===== src/rtl/data_memory_access_controller_pkg.sv =====
// Shared FSM encodings and defaults for the MEM-stage data memory access controller.
package data_memory_access_controller_pkg;

    localparam logic [1:0] DMAC_IDLE = 2'b00;
    localparam logic [1:0] DMAC_WAIT = 2'b01;
    localparam logic [1:0] DMAC_DONE = 2'b10;

    localparam int DMAC_TIMEOUT_CYCLES = 16;

    typedef enum logic [1:0] {
        ST_IDLE = DMAC_IDLE,
        ST_WAIT = DMAC_WAIT,
        ST_DONE = DMAC_DONE
    } dmac_state_t;

endpackage


===== src/rtl/data_memory_access_controller_if.sv =====
// Pipeline-side and memory-side signals of the MEM-stage access controller.
// The slave modport is the controller's view; master is the surrounding pipeline/memory.
interface data_memory_access_controller_if #(
    parameter int ADDR_WIDTH = 32,
    parameter int DATA_WIDTH = 32
);
    logic                  MemtoRegM;
    logic                  MemWriteM;
    logic [ADDR_WIDTH-1:0] ALUOutM;
    logic [DATA_WIDTH-1:0] WriteDataM;
    logic                  MemAck;
    logic [DATA_WIDTH-1:0] MemRData;
    logic                  ErrClr;
    logic                  MemReq;
    logic                  MemWe;
    logic [ADDR_WIDTH-1:0] MemAddr;
    logic [DATA_WIDTH-1:0] MemWData;
    logic                  StallM;
    logic [DATA_WIDTH-1:0] ReadDataM;
    logic                  MemErr;

    modport master (
        output MemtoRegM, MemWriteM, ALUOutM, WriteDataM, MemAck, MemRData, ErrClr,
        input  MemReq, MemWe, MemAddr, MemWData, StallM, ReadDataM, MemErr
    );

    modport slave (
        input  MemtoRegM, MemWriteM, ALUOutM, WriteDataM, MemAck, MemRData, ErrClr,
        output MemReq, MemWe, MemAddr, MemWData, StallM, ReadDataM, MemErr
    );

endinterface


===== src/rtl/data_memory_access_controller_access_timeout_counter.sv =====
// Counts WAIT cycles without an ack; tc flags the last permitted cycle. 1-cycle update.
// No backpressure: clr has priority over en, and the count saturates instead of wrapping.
module access_timeout_counter
    import data_memory_access_controller_pkg::*;
#(
    parameter int TIMEOUT_CYCLES = DMAC_TIMEOUT_CYCLES,
    parameter int TIMEOUT_WIDTH  = 5
) (
    input  logic CLK,
    input  logic RST,
    input  logic clr,
    input  logic en,
    output logic tc
);

    localparam logic [TIMEOUT_WIDTH-1:0] TC_VAL = TIMEOUT_WIDTH'(TIMEOUT_CYCLES - 1);

    logic [TIMEOUT_WIDTH-1:0] count;

    always_ff @(posedge CLK or negedge RST) begin
        if (!RST) begin
            count <= '0;
        end else if (clr) begin
            count <= '0;
        end else if (en && (count != '1)) begin
            count <= count + 1'b1;
        end
    end

    assign tc = (count == TC_VAL);

endmodule


===== src/rtl/data_memory_access_controller.sv =====
// Issues one registered req/ack memory access per MEM-stage load/store; stalls 2 cycles minimum,
// +1 per extra wait cycle, TIMEOUT_CYCLES+1 worst case, then releases for one DONE cycle.
module data_memory_access_controller
    import data_memory_access_controller_pkg::*;
#(
    parameter int ADDR_WIDTH     = 32,
    parameter int DATA_WIDTH     = 32,
    parameter int TIMEOUT_CYCLES = DMAC_TIMEOUT_CYCLES,
    parameter int TIMEOUT_WIDTH  = 5
) (
    input  logic                          CLK,
    input  logic                          RST,
    data_memory_access_controller_if.slave bus
);

    dmac_state_t state, state_nxt;

    logic                  memop;
    logic                  start;
    logic                  done_ack;
    logic                  done_to;
    logic                  cnt_en;
    logic                  tc;
    logic                  stall;

    logic                  req_q;
    logic                  we_q;
    logic [ADDR_WIDTH-1:0] addr_q;
    logic [DATA_WIDTH-1:0] wdata_q;
    logic [DATA_WIDTH-1:0] rdata_q;
    logic                  err_q;

    assign memop = bus.MemtoRegM | bus.MemWriteM;

    always_ff @(posedge CLK or negedge RST) begin
        if (!RST) begin
            state <= ST_IDLE;
        end else begin
            state <= state_nxt;
        end
    end

    always_comb begin
        state_nxt = state;
        stall     = 1'b0;
        start     = 1'b0;
        done_ack  = 1'b0;
        done_to   = 1'b0;
        cnt_en    = 1'b0;
        case (state)
            ST_IDLE: begin
                if (memop) begin
                    stall     = 1'b1;
                    start     = 1'b1;
                    state_nxt = ST_WAIT;
                end
            end
            ST_WAIT: begin
                stall = 1'b1;
                // Ack is checked first so a completion on the terminal cycle is not an error.
                if (bus.MemAck) begin
                    done_ack  = 1'b1;
                    state_nxt = ST_DONE;
                end else if (tc) begin
                    done_to   = 1'b1;
                    state_nxt = ST_DONE;
                end else begin
                    cnt_en = 1'b1;
                end
            end
            ST_DONE: begin
                state_nxt = ST_IDLE;
            end
            default: begin
                state_nxt = ST_IDLE;
            end
        endcase
    end

    access_timeout_counter #(
        .TIMEOUT_CYCLES (TIMEOUT_CYCLES),
        .TIMEOUT_WIDTH  (TIMEOUT_WIDTH)
    ) u_timeout (
        .CLK (CLK),
        .RST (RST),
        .clr (start),
        .en  (cnt_en),
        .tc  (tc)
    );

    always_ff @(posedge CLK or negedge RST) begin
        if (!RST) begin
            req_q   <= 1'b0;
            we_q    <= 1'b0;
            addr_q  <= '0;
            wdata_q <= '0;
            rdata_q <= '0;
            err_q   <= 1'b0;
        end else begin
            if (start) begin
                req_q   <= 1'b1;
                we_q    <= bus.MemWriteM;
                addr_q  <= bus.ALUOutM;
                wdata_q <= bus.WriteDataM;
            end else if (done_ack || done_to) begin
                req_q <= 1'b0;
            end

            if (done_ack && !we_q) begin
                rdata_q <= bus.MemRData;
            end else if (done_to) begin
                rdata_q <= '0;
            end

            if (done_to) begin
                err_q <= 1'b1;
            end else if (bus.ErrClr) begin
                err_q <= 1'b0;
            end
        end
    end

    assign bus.MemReq    = req_q;
    assign bus.MemWe     = we_q;
    assign bus.MemAddr   = addr_q;
    assign bus.MemWData  = wdata_q;
    assign bus.ReadDataM = rdata_q;
    assign bus.MemErr    = err_q;
    // A held memop would otherwise re-assert the stall while reset is still low.
    assign bus.StallM    = stall & RST;

endmodule

===== src/flat_wrapper.sv =====
// flat-port wrapper written by rule: the top's interface ports become plain ports
module data_memory_access_controller_flat import data_memory_access_controller_pkg::*;
#(
    parameter int ADDR_WIDTH     = 32,
    parameter int DATA_WIDTH     = 32,
    parameter int TIMEOUT_CYCLES = DMAC_TIMEOUT_CYCLES,
    parameter int TIMEOUT_WIDTH  = 5
)
  (CLK, RST, bus_MemtoRegM, bus_MemWriteM, bus_ALUOutM, bus_WriteDataM, bus_MemAck, bus_MemRData, bus_ErrClr, bus_MemReq, bus_MemWe, bus_MemAddr, bus_MemWData, bus_StallM, bus_ReadDataM, bus_MemErr);
  data_memory_access_controller_if #(.ADDR_WIDTH(ADDR_WIDTH), .DATA_WIDTH(DATA_WIDTH)) bus_i ();
  input  logic CLK;
  input  logic RST;
  input wire logic [$bits(bus_i.MemtoRegM)-1:0] bus_MemtoRegM;
  input wire logic [$bits(bus_i.MemWriteM)-1:0] bus_MemWriteM;
  input wire logic [$bits(bus_i.ALUOutM)-1:0] bus_ALUOutM;
  input wire logic [$bits(bus_i.WriteDataM)-1:0] bus_WriteDataM;
  input wire logic [$bits(bus_i.MemAck)-1:0] bus_MemAck;
  input wire logic [$bits(bus_i.MemRData)-1:0] bus_MemRData;
  input wire logic [$bits(bus_i.ErrClr)-1:0] bus_ErrClr;
  output wire logic [$bits(bus_i.MemReq)-1:0] bus_MemReq;
  output wire logic [$bits(bus_i.MemWe)-1:0] bus_MemWe;
  output wire logic [$bits(bus_i.MemAddr)-1:0] bus_MemAddr;
  output wire logic [$bits(bus_i.MemWData)-1:0] bus_MemWData;
  output wire logic [$bits(bus_i.StallM)-1:0] bus_StallM;
  output wire logic [$bits(bus_i.ReadDataM)-1:0] bus_ReadDataM;
  output wire logic [$bits(bus_i.MemErr)-1:0] bus_MemErr;
  assign bus_i.MemtoRegM = bus_MemtoRegM;
  assign bus_i.MemWriteM = bus_MemWriteM;
  assign bus_i.ALUOutM = bus_ALUOutM;
  assign bus_i.WriteDataM = bus_WriteDataM;
  assign bus_i.MemAck = bus_MemAck;
  assign bus_i.MemRData = bus_MemRData;
  assign bus_i.ErrClr = bus_ErrClr;
  assign bus_MemReq = bus_i.MemReq;
  assign bus_MemWe = bus_i.MemWe;
  assign bus_MemAddr = bus_i.MemAddr;
  assign bus_MemWData = bus_i.MemWData;
  assign bus_StallM = bus_i.StallM;
  assign bus_ReadDataM = bus_i.ReadDataM;
  assign bus_MemErr = bus_i.MemErr;
  data_memory_access_controller #(.ADDR_WIDTH(ADDR_WIDTH), .DATA_WIDTH(DATA_WIDTH), .TIMEOUT_CYCLES(TIMEOUT_CYCLES), .TIMEOUT_WIDTH(TIMEOUT_WIDTH)) u_core (.CLK(CLK), .RST(RST), .bus(bus_i));
endmodule

===== config.mk =====
export PLATFORM = sky130hd
export DESIGN_NAME = data_memory_access_controller_flat
export DESIGN_NICKNAME = d
export VERILOG_FILES = /design/src/rtl/data_memory_access_controller_pkg.sv /design/src/rtl/data_memory_access_controller_if.sv /design/src/rtl/data_memory_access_controller_access_timeout_counter.sv /design/src/rtl/data_memory_access_controller.sv /design/src/flat_wrapper.sv
export SDC_FILE = /design/constraint.sdc
export NUM_CORES = 1
export LEC_CHECK = 0
export ABC_AREA = 1
export BUFFER_PORTS_ARGS = -buffer_cell sky130_fd_sc_hd__buf_2
export CAP_MARGIN = 20
export CELL_PAD_IN_SITES_DETAIL_PLACEMENT = 1
export CELL_PAD_IN_SITES_GLOBAL_PLACEMENT = 2
export CORE_UTILIZATION = 23
export CTS_CLUSTER_SIZE = 25
export DETAILED_ROUTE_END_ITERATION = 7
export PLACE_DENSITY = 0.73
export REMOVE_ABC_BUFFERS = 1
export SLEW_MARGIN = 20
export SYNTH_ARGS = -nofsm -noshare
export SYNTH_HDL_FRONTEND = slang
export SYNTH_SLANG_ARGS = --single-unit

===== constraint.sdc =====
create_clock -name CLK -period 1.7 [get_ports CLK]
set_clock_uncertainty 0.05 [all_clocks]
set_input_delay 0.34 -clock CLK [delete_from_list [all_inputs] [get_ports CLK]]
set_output_delay 0.34 -clock CLK [all_outputs]
set_load 0.05 [all_outputs]

==> flow_metrics.env, run 1 <==
export IMPL_run_status="finished with violations"
export IMPL_violations="setup timing"
export IMPL_htreeDepth=3
export IMPL_cts_root_buf="clkbuf_16"
export IMPL_critical_path_class="flip-flop to output pin"
export IMPL_ys_types=18
export IMPL_clock_sinks=106
export IMPL_synth_xor_area_share=0.002100
export IMPL_yosysTopAreaCell="dfrtp_1"
export IMPL_startpoint="u_core.state[0]"
export IMPL_final_layout_size_suffix_gt1_frac=0.3631
export IMPL_final_nets=784
export IMPL_routed_wl_um=13340
export IMPL_irDropWorstVdd_uv=851.5
export IMPL_start_util=0.2386
export IMPL_synthFlopType="dfrtp_1"
export IMPL_cts_buffer_depth=2
export IMPL_grt_max_degree=107
export IMPL_io_pins=202
export IMPL_drt_first_pass_iters=4
export IMPL_r2r_slack_ns=0.06
export IMPL_leakagePower_nw=3.419
export IMPL_rr_startpoint="u_core.u_timeout.count[0]"
export IMPL_synth_seq_area_share=0.6361
export IMPL_grt_pass1_wl_um=20690
export IMPL_die_h_um=136.7
export IMPL_grt_pass1_vias=4025
export IMPL_grt_antenna_before_repair=0
export IMPL_synth_simple_gate_area_frac=0.3060
export IMPL_layout_setup_ws_ns=-0.007600
export IMPL_dpl_cell_area_um2=5510
export IMPL_drv_cap=0
export IMPL_rsz0062_at_grt="true"
export IMPL_drt_iter0_drc=106
export IMPL_via_per_inst=4.220
export IMPL_hold_violations=0
export IMPL_arrival_ns=1.32
export IMPL_io_buffer_count=201
export IMPL_critPathMaxFanout=2
export IMPL_num_rows=48
export IMPL_yosys_mux_area_fraction=0
export IMPL_ys_top_cells_by_count="278 x nand2_1, 106 x dfrtp_1, 36 x nand3_1"
export IMPL_hp_class="input pin to asynchronous set/reset pin"
export IMPL_die_w_um=136.7
export IMPL_gp_congestion=0.6889
export IMPL_critPathCaptureType="output pin"
export IMPL_postSynthAreaPerCell_um2=8.817
export IMPL_slew_headroom=0.6008
export IMPL_vias=3832
export IMPL_core_um2=17480
export IMPL_synth_top_family_by_area="simple AND/OR/NAND/NOR gates"
export IMPL_power_density_nw_per_um2=2446
export IMPL_startpoint_type="flip-flop"
export IMPL_setup_violations=1
export IMPL_path_clk_slew_ns=0.07
export IMPL_synth_edff_count=0
export IMPL_crit_required_ns=1.31
export IMPL_drtAntennaViolNets=0
export IMPL_avgRoutedWirePerCell_um=14.69
export IMPL_synth_fa_ha_area_frac=0.009001
export IMPL_final_cell_area_um2=5941
export IMPL_yosysTopAreaCellShare=0.6361
export IMPL_slew_viol_final=0
export IMPL_grt_ovfl_total=0
export IMPL_insertion_delay_ns=0.34
export IMPL_yosysMostFrequentCell="nand2_1"
export IMPL_ys_top_cells_by_area="dfrtp_1 64%, nand2_1 25%, nand3_1 4.3%, buf_2 0.96%, buf_4 0.90%"
export IMPL_cts_tree="yes"
export IMPL_yosys_warnings=0
export IMPL_fmax_mhz=585.6
export IMPL_tightest_slew_ns=0.5987
export IMPL_dp_hpwl_um=9331
export IMPL_ys_ff_latch=106
export IMPL_finalCritPeriodShare=1.004
export IMPL_synthCells=473
export IMPL_period_needed_ns=1.708
export IMPL_die_area_um2=18670
export IMPL_finalPower_mw=14.53
export IMPL_reg2reg_depth=9
export IMPL_area_growth_pct=42.45
export IMPL_grtUsageTotal=0.1428
export IMPL_cts_buffers_inserted=9
export IMPL_n_antenna_cell=0
export IMPL_syn_cell_area_um2=4170
export IMPL_async_flop_share=1.000
export IMPL_drcViolationCount=0
export IMPL_synth_compound_area_frac=0.009301
[sequential cells by signal, indices dropped and copies added, names as in the netlist]
register                cells
u_core.u_timeout.count      5
u_core.bus.MemReq           1
u_core.bus.MemErr           1
u_core.bus.MemAddr         32
u_core.bus.MemWData        32
u_core.state                2
u_core.bus.MemWe            1
u_core.bus.ReadDataM       32
[power by group]
group / internal (mW) / switching, mW / leakage [nW]
sequential: 3.68 / 0.603 / 1.32
clock: 1.37 / 0.956 / 0.154
combinational: 1.78 / 6.15 / 1.95
[stage by stage]
stage               hold slack [ns]  cells  setup TNS [ns]    util  setup slack, ns
finish                      0.03138    908       -0.007600  0.3399        -0.007600
global route                0.09563    908        -0.09683  0.3399         -0.07938
CTS                         0.07465    904        -0.05611  0.3356         -0.05611
global placement             0.4070    888               0  0.3153          0.07263
detailed placement           0.4096    888         -0.2090  0.3153         -0.06209
floorplan                 -0.005591    450          -44.23       -          -0.7779
[cells by family (layout without fill, tap and decap cells)]
| family | after synthesis | after routing |
|---|---|---|
| fa+ha+maj | 3 | 3 |
| buf+inv | 34 | 244 |
| flops | 106 | 106 |
| xor+xnor | 1 | 1 |
| compound gates | 5 | 5 |
| simple gates | 324 | 324 |
[layer usage]
metal	vias to the layer above	GRT usage	share of wire
met5	-	0	0
met4	0	0.04938	0.022
met3	19	0.04074	0.055
met2	98	0.2490	0.51
met1	1859	0.1667	0.41
li1	1856	-	-
[cell type report]
type / count / area, µm²
inverter: 11 / 41.29
clock inverter: 4 / 75.07
timing repair buffer: 218 / 1235
multi-input combinational: 333 / 1403
tap: 225 / 281.5
sequential: 106 / 2653
clock buffer: 11 / 252.7
fill: 2124 / 11540
[worst max-delay path, cell delays in order, from the launching register on]
cell,delay [ns]
dfrtp_1,0.41
nor2_2,0.17
o21ai_4,0.09
a21boi_2,0.13
buf_6,0.17
[placed cells by master (no fill, tap or decap)]
cell type and count:
ha_1 2, buf_4 11, nand3_4 1, nor2_4 1, inv_2 5, clkbuf_8 2, inv_1 6, buf_12 6
nand2_1 277, buf_2 199, nand3_1 34, clkbuf_16 10, xor2_1 1, nand3_2 1, o21ai_0 3, nand2_2 1
dfrtp_1 106, nor2_2 3, a21boi_2 1, or2_0 1, buf_6 1, o21ai_4 1, clkinvlp_4 2, nand4_1 1
nor2_1 4, ha_4 1, bufinv_16 2
[worst paths after layout]
kind / end
min reg2reg: u_core.bus.MemWData[3]
max in group asynchronous: u_core.bus.ReadDataM[16]
max reg2reg: u_core.bus.MemReq
min in group CLK: u_core.bus.MemErr
min: u_core.bus.MemAddr[19]
max: bus_StallM
[what timing repair did]
| action | in CTS | in global routing |
|---|---|---|
| gates cloned | 0 | 1 |
| gates resized for setup | 7 | 7 |
| setup endpoints to repair | 5 | 39 |
| pin swaps | 3 | 3 |
| hold buffers | 0 | 0 |
| setup buffers | 1 | 3 |
Note: power is estimated with default switching activity, not from simulation.
==> run 2, diff against run 1 <==
--- a/config.mk
+++ b/config.mk
@@ -15,6 +15,7 @@
 export DETAILED_ROUTE_END_ITERATION = 7
 export PLACE_DENSITY = 0.73
 export REMOVE_ABC_BUFFERS = 1
+export SETUP_SLACK_MARGIN = 0.3
 export SLEW_MARGIN = 20
 export SYNTH_ARGS = -nofsm -noshare
 export SYNTH_HDL_FRONTEND = slang
==> run 2 against run 1 <==
Against the previous run:
- the run still ends with setup timing left
- clock power barely moved
- via count rose by 8.4%
- flip-flop and latch count did not move
- worst hold slack lost 0.0099 ns
- critical path type unchanged
- largest cell class unchanged
==> flow_metrics.env, run 2 (same netlist as run 1, synthesis figures left out) <==
export IMPL_io_buffer_count=201
export IMPL_grt_pass1_wl_um=25120
export IMPL_leakagePower_nw=3.969
export IMPL_final_common_cell="nand2_1"
export IMPL_route_met3_wl_um=752
export IMPL_period_needed_ns=1.721
export IMPL_area_growth_pct=74.32
export IMPL_drt_first_pass_iters=4
export IMPL_cts_root_buf="clkbuf_16"
export IMPL_grt_ovfl_total=0
export IMPL_via_per_inst=4.381
export IMPL_run_status="finished with violations"
export IMPL_reg2reg_to="u_core.bus.MemAddr[15]"
export IMPL_dr_max_layer_used="met4"
export IMPL_reg2reg_depth=8
export IMPL_dpl_cell_area_um2=5510
export IMPL_startpoint_type="flip-flop"
export IMPL_finalNonFillerCells=948
export IMPL_vias=4153
export IMPL_core_um2=17480
export IMPL_slew_viol_final=0
export IMPL_path_cells="nor2_2 > o21ai_4 > a21boi_2 > buf_6"
export IMPL_whs_ns=0.02153
export IMPL_wl_met2_um=8678
export IMPL_final_cell_mix="248 x nand2_1, 140 x buf_2, 106 x dfrtp_1, 46 x clkbuf_4, 30 x nand3_2"
export IMPL_start_util=0.2386
export IMPL_drcViolationCount=0
export IMPL_insertion_delay_ns=0.35
export IMPL_r2r_slack_ns=0.05
export IMPL_crit_buf_inv=1
export IMPL_fmax_mhz=581.0
export IMPL_die_w_um=136.7
export IMPL_irDropWorstVdd_uv=903.9
export IMPL_num_rows=48
export IMPL_clock_sinks=106
export IMPL_cts_buffers_inserted=9
export IMPL_crit_required_ns=1.31
export IMPL_rsz0062_at_grt="true"
export IMPL_slew_headroom=0.5917
export IMPL_final_cell_area_um2=7269
export IMPL_critPathCaptureType="output pin"
export IMPL_hold_violations=0
export IMPL_critical_path_top_delay_family="flip-flops"
export IMPL_dp_cells=888
export IMPL_cts_tree="yes"
export IMPL_critPathMaxFanout=2
export IMPL_grtUsageTotal=0.1805
export IMPL_htreeDepth=3
export IMPL_power_density_nw_per_um2=2394
export IMPL_routed_wl_um=16730
export IMPL_dp_hpwl_um=9331
export IMPL_layout_setup_ws_ns=-0.02107
export IMPL_gp_congestion=0.6889
export IMPL_drv_cap=0
export IMPL_tightest_slew_ns=0.6124
export IMPL_hp_class="input pin to asynchronous set/reset pin"
export IMPL_final_nets=823
export IMPL_avgRoutedWirePerCell_um=17.65
export IMPL_io_pins=202
export IMPL_die_h_um=136.7
export IMPL_finalCritPeriodShare=1.012
export IMPL_setup_violations=1
export IMPL_grt_antenna_before_repair=1
export IMPL_path_clk_slew_ns=0.07
export IMPL_grt_max_degree=107
export IMPL_wl_met1_um=6946
export IMPL_slowest_delay_ns=0.41
export IMPL_cts_buffer_depth=2
export IMPL_grt_pass1_vias=4526
export IMPL_violations="setup timing"
export IMPL_rr_startpoint="u_core.state[0]"
export IMPL_drtAntennaViolNets=0
export IMPL_critical_path_class="flip-flop to output pin"
export IMPL_slowest_stage="dfrtp_1"
export IMPL_drt_iter0_drc=112
export IMPL_final_layout_size_suffix_gt1_frac=0.4889
export IMPL_hold_buffers=0
export IMPL_die_area_um2=18670
export IMPL_arrival_ns=1.33
[run 2: cell types whose count changed in the layout (fill, tap and decap cells not counted), moves of 3 or more]
cell / before / now
buf_4: 11 / 22
nand2_2: 1 / 28
buf_6: 1 / 16
clkbuf_4: 0 / 46
buf_12: 6 / 9
nand3_4: 1 / 4
buf_16: 0 / 15
nand3_2: 1 / 30
nand2_1: 277 / 248
nand3_1: 34 / 2
buf_2: 199 / 140
bufbuf_16: 0 / 5
[run 2: where the power goes]
group / internal, mW / switching (mW) / leakage [nW]
sequential: 3.69 / 0.748 / 1.32
clock: 1.37 / 0.977 / 0.154
combinational: 3.70 / 6.93 / 2.50
total: 8.75 / 8.65 / 3.97
[run 2: repair_timing]
item | in CTS | in global routing
pin swaps | 12 | 15
endpoints found under the hold margin | 0 | 0
gates cloned | 20 | 2
endpoints found under the setup margin | 110 | 153
setup buffers | 14 | 8
gates resized for setup | 99 | 99
[run 2: final cells by class]
| cell class | instances | area [µm²] |
|---|---|---|
| antenna | 1 | 2.502 |
| clock buffer | 11 | 252.7 |
| clock inverter | 4 | 75.07 |
| fill | 2029 | 10210 |
| inverter | 11 | 62.56 |
| multi-input combinational | 333 | 1700 |
| sequential | 106 | 2653 |
| tap | 225 | 281.5 |
| timing repair buffer | 256 | 2212 |
| timing repair inverter | 1 | 30.03 |
[run 2: worst max-delay path by stage]
stage,startpoint,end,slack (ns),cells after the start
final,u_core.state[0],bus_StallM,-0.02,4
after global routing,u_core.state[0],bus_StallM,-0.08,4
after CTS,u_core.state[1],bus_StallM,-0.06,4
after detailed placement,u_core.u_timeout.count[0],u_core.u_timeout.count[3],-0.06,10
after global placement,u_core.u_timeout.count[0],u_core.u_timeout.count[3],0.07,10
after floorplan,u_core.state[1],bus_StallM,-0.78,3
[run 2: per-layer routing]
| layer | track usage | vias to the layer above |
|---|---|---|
| li1 | - | 1955 |
| met1 | 0.2192 | 2066 |
| met2 | 0.3130 | 108 |
| met3 | 0.04037 | 24 |
| met4 | 0.06173 | 0 |
| met5 | 0 | - |
[run 2: per-stage QoR]
| step | utilization | total power [mW] | TNS [ns] | setup slack (ns) |
|---|---|---|---|---|
| 2_1_floorplan | - | 9.893 | -44.23 | -0.7779 |
| 3_3_place_gp | 0.3153 | 12.07 | 0 | 0.07263 |
| 3_5_place_dp | 0.3153 | 12.27 | -0.2090 | -0.06209 |
| 4_1_cts | 0.3927 | 16.75 | -0.07760 | -0.05540 |
| 5_1_grt | 0.4160 | 18.26 | -0.1446 | -0.07726 |
| 6_report | 0.4160 | 17.40 | -0.02107 | -0.02107 |
==> run 3, diff against run 2 <==
==> constraint.sdc (replaced) <==
create_clock -name CLK -period 1.5 [get_ports CLK]
set_clock_uncertainty 0.05 [all_clocks]
set_input_delay 0.15 -clock CLK [delete_from_list [all_inputs] [get_ports CLK]]
set_output_delay 0.15 -clock CLK [all_outputs]
set_load 0.05 [all_outputs]
==> run 3 against run 2 <==
Against the previous run:
- the flow still finishes with violations (setup timing)
- clock power is essentially flat
- combinational power grew 28%
- worst setup slack lost 0.057 ns
- design area grew 19%
- critical path depth grew 4
- largest power group unchanged
- highest routed layer unchanged
==> flow_metrics.env, run 3 (same netlist as run 1, synthesis figures left out) <==
export IMPL_cts_buffers_inserted=9
export IMPL_leakagePower_nw=4.549
export IMPL_final_cell_mix="138 x nand2_1, 112 x buf_2, 106 x dfrtp_1, 99 x dlygate4sd3_1, 81 x nand2_2"
export IMPL_routed_wl_um=17710
export IMPL_grt_antenna_before_repair=0
export IMPL_holdPathStages=5
export IMPL_fillers=1933
export IMPL_clock_sinks=106
export IMPL_layout_setup_ws_ns=-0.07768
export IMPL_avgRoutedWirePerCell_um=16.96
export IMPL_slew_viol_final=0
export IMPL_reg2reg_to="u_core.bus.ReadDataM[5]"
export IMPL_drv_cap=0
export IMPL_critPathCaptureType="flip-flop"
export IMPL_grt_max_degree=107
export IMPL_crit_required_ns=1.69
export IMPL_final_common_cell="nand2_1"
export IMPL_core_um2=17480
export IMPL_comb_power_share=0.641
export IMPL_final_nets=918
export IMPL_area_growth_pct=106.7
export IMPL_reg2reg_depth=8
export IMPL_startpoint_type="flip-flop"
export IMPL_drt_first_pass_iters=4
export IMPL_setup_violations=35
export IMPL_slew_headroom=0.5916
export IMPL_violations="setup timing"
export IMPL_vias=4586
export IMPL_path_clk_slew_ns=0.07
export IMPL_critical_path_class="flip-flop to flip-flop"
export IMPL_period_needed_ns=1.578
export IMPL_arrival_ns=1.77
export IMPL_insertion_delay_ns=0.35
export IMPL_rr_startpoint="u_core.u_timeout.count[1]"
export IMPL_die_w_um=136.7
export IMPL_num_rows=48
export IMPL_dp_hpwl_um=9434
export IMPL_final_layout_size_suffix_gt1_frac=0.5269
export IMPL_rsz0062_at_grt="true"
export IMPL_drt_iter0_drc=97
export IMPL_p_sw_frac=0.5057
export IMPL_cts_tree="yes"
export IMPL_r2r_slack_ns=-0.08
export IMPL_finalCritPeriodShare=1.052
export IMPL_io_pins=202
export IMPL_drcViolationCount=0
export IMPL_io_buffer_count=201
export IMPL_via_per_inst=4.393
export IMPL_dpl_cell_area_um2=5555
export IMPL_die_area_um2=18670
export IMPL_grt_pass1_wl_um=26290
export IMPL_switching_power_mw=10.71
export IMPL_grtUsageTotal=0.1854
export IMPL_drtAntennaViolNets=0
export IMPL_grt_pass1_vias=5094
export IMPL_hold_violations=0
export IMPL_hp_class="input pin to flip-flop"
export IMPL_pre_cts_ws_ns=-0.2620
export IMPL_grt_ovfl_total=0
export IMPL_utilization=0.4932
export IMPL_critPathMaxFanout=33
export IMPL_holdPathEnd="u_core.u_timeout.count[4]"
export IMPL_final_cell_area_um2=8620
export IMPL_htreeDepth=3
export IMPL_power_density_nw_per_um2=2458
export IMPL_cts_root_buf="clkbuf_16"
export IMPL_tightest_slew_ns=0.6127
export IMPL_irDropWorstVdd_uv=1167
export IMPL_start_util=0.2386
export IMPL_run_status="finished with violations"
export IMPL_cts_buffer_depth=2
export IMPL_p_seq_frac=0.250
export IMPL_die_h_um=136.7
export IMPL_power_share_clock=0.109
export IMPL_internal_power_mw=10.47
export IMPL_gp_congestion=0.7234
export IMPL_fmax_mhz=633.8
export IMPL_hold_start="bus_MemAck"
## run 3: changes by cell type in the layout (fill, tap and decap cells not counted), sizes merged
| cell | change |
|---|---|
| dlygate4sd3 | +99 |
| clkbuf | -19 |
| clkinvlp | -2 |
| inv | +3 |
| clkinv | +2 |
| bufinv | -2 |
| bufbuf | -5 |
| buf | +20 |
## run 3: metrics by stage
stage	instances	TNS, ns	power (mW)	hold slack [ns]
6_report	1044	-0.7379	21.19	0.2113
5_1_grt	1043	-4.131	22.22	0.2463
4_1_cts	1041	-1.281	19.66	0.1412
3_5_place_dp	894	-3.148	13.98	0.2676
3_3_place_gp	894	-0.4000	13.77	0.2577
2_1_floorplan	450	-51.70	11.21	-0.1956
## run 3: how the worst max path moves through the flow
stage	startpoint	to	slack, ns
final	u_core.u_timeout.count[1]	u_core.bus.ReadDataM[5]	-0.08
after global routing	u_core.u_timeout.count[1]	u_core.u_timeout.count[0]	-0.14
after CTS	u_core.state[1]	bus_StallM	-0.08
after detailed placement	u_core.u_timeout.count[0]	u_core.u_timeout.count[2]	-0.26
after global placement	u_core.u_timeout.count[0]	u_core.u_timeout.count[0]	-0.1
after floorplan	u_core.state[1]	bus_StallM	-0.79
## run 3: power groups by stage
stage	Combinational, mW	Sequential [mW]	Clock, mW
3_5_place_dp	9.08	4.90	0
4_1_cts	12.3	5.00	2.40
2_1_floorplan	1.91	9.30	0
3_3_place_gp	8.92	4.84	0
6_report	13.6	5.29	2.31
5_1_grt	14.3	5.44	2.49
## run 3: timing repair
| item | 4_1_cts | 5_1_grt |
|---|---|---|
| gates cloned | 14 | 0 |
| setup endpoints to repair | 126 | 148 |
| resized for setup | 189 | 202 |
| hold buffers | 99 | 0 |
| hold endpoints to repair | 204 | 0 |
| setup buffers | 18 | 2 |
| pin swaps | 69 | 53 |
## run 3: final cells by class
| class | instances | area, µm² | share of cell area |
|---|---|---|---|
| repair buffers | 352 | 3246 | 0.3765 |
| well taps | 225 | 281.5 | 0.03266 |
| clock inverters | 6 | 48.80 | 0.005661 |
| multi-input cells | 333 | 2102 | 0.2439 |
| flip-flops and latches | 106 | 2653 | 0.3077 |
| inverters | 11 | 57.56 | 0.006677 |
| clock buffers | 10 | 229.0 | 0.02656 |
| diodes | 1 | 2.502 | 0.0002903 |
## run 3: routing by layer
metal  part of all wire  GRT usage  up-vias
li1                   -          -     2141
met1               0.37     0.2018     2303
met2               0.56     0.3477      114
met3              0.041    0.04222       28
met4              0.025    0.06667        0
met5                  0          0        -
## run 3: critical path: stages (launching register included)
cell	delay (ns)
dfrtp_1	0.36
ha_2	0.20
nand2_2	0.06
nor2_4	0.15
ha_4	0.17
nand3_2	0.09
buf_12	0.18
nand3_1	0.12
nand2_1	0.07
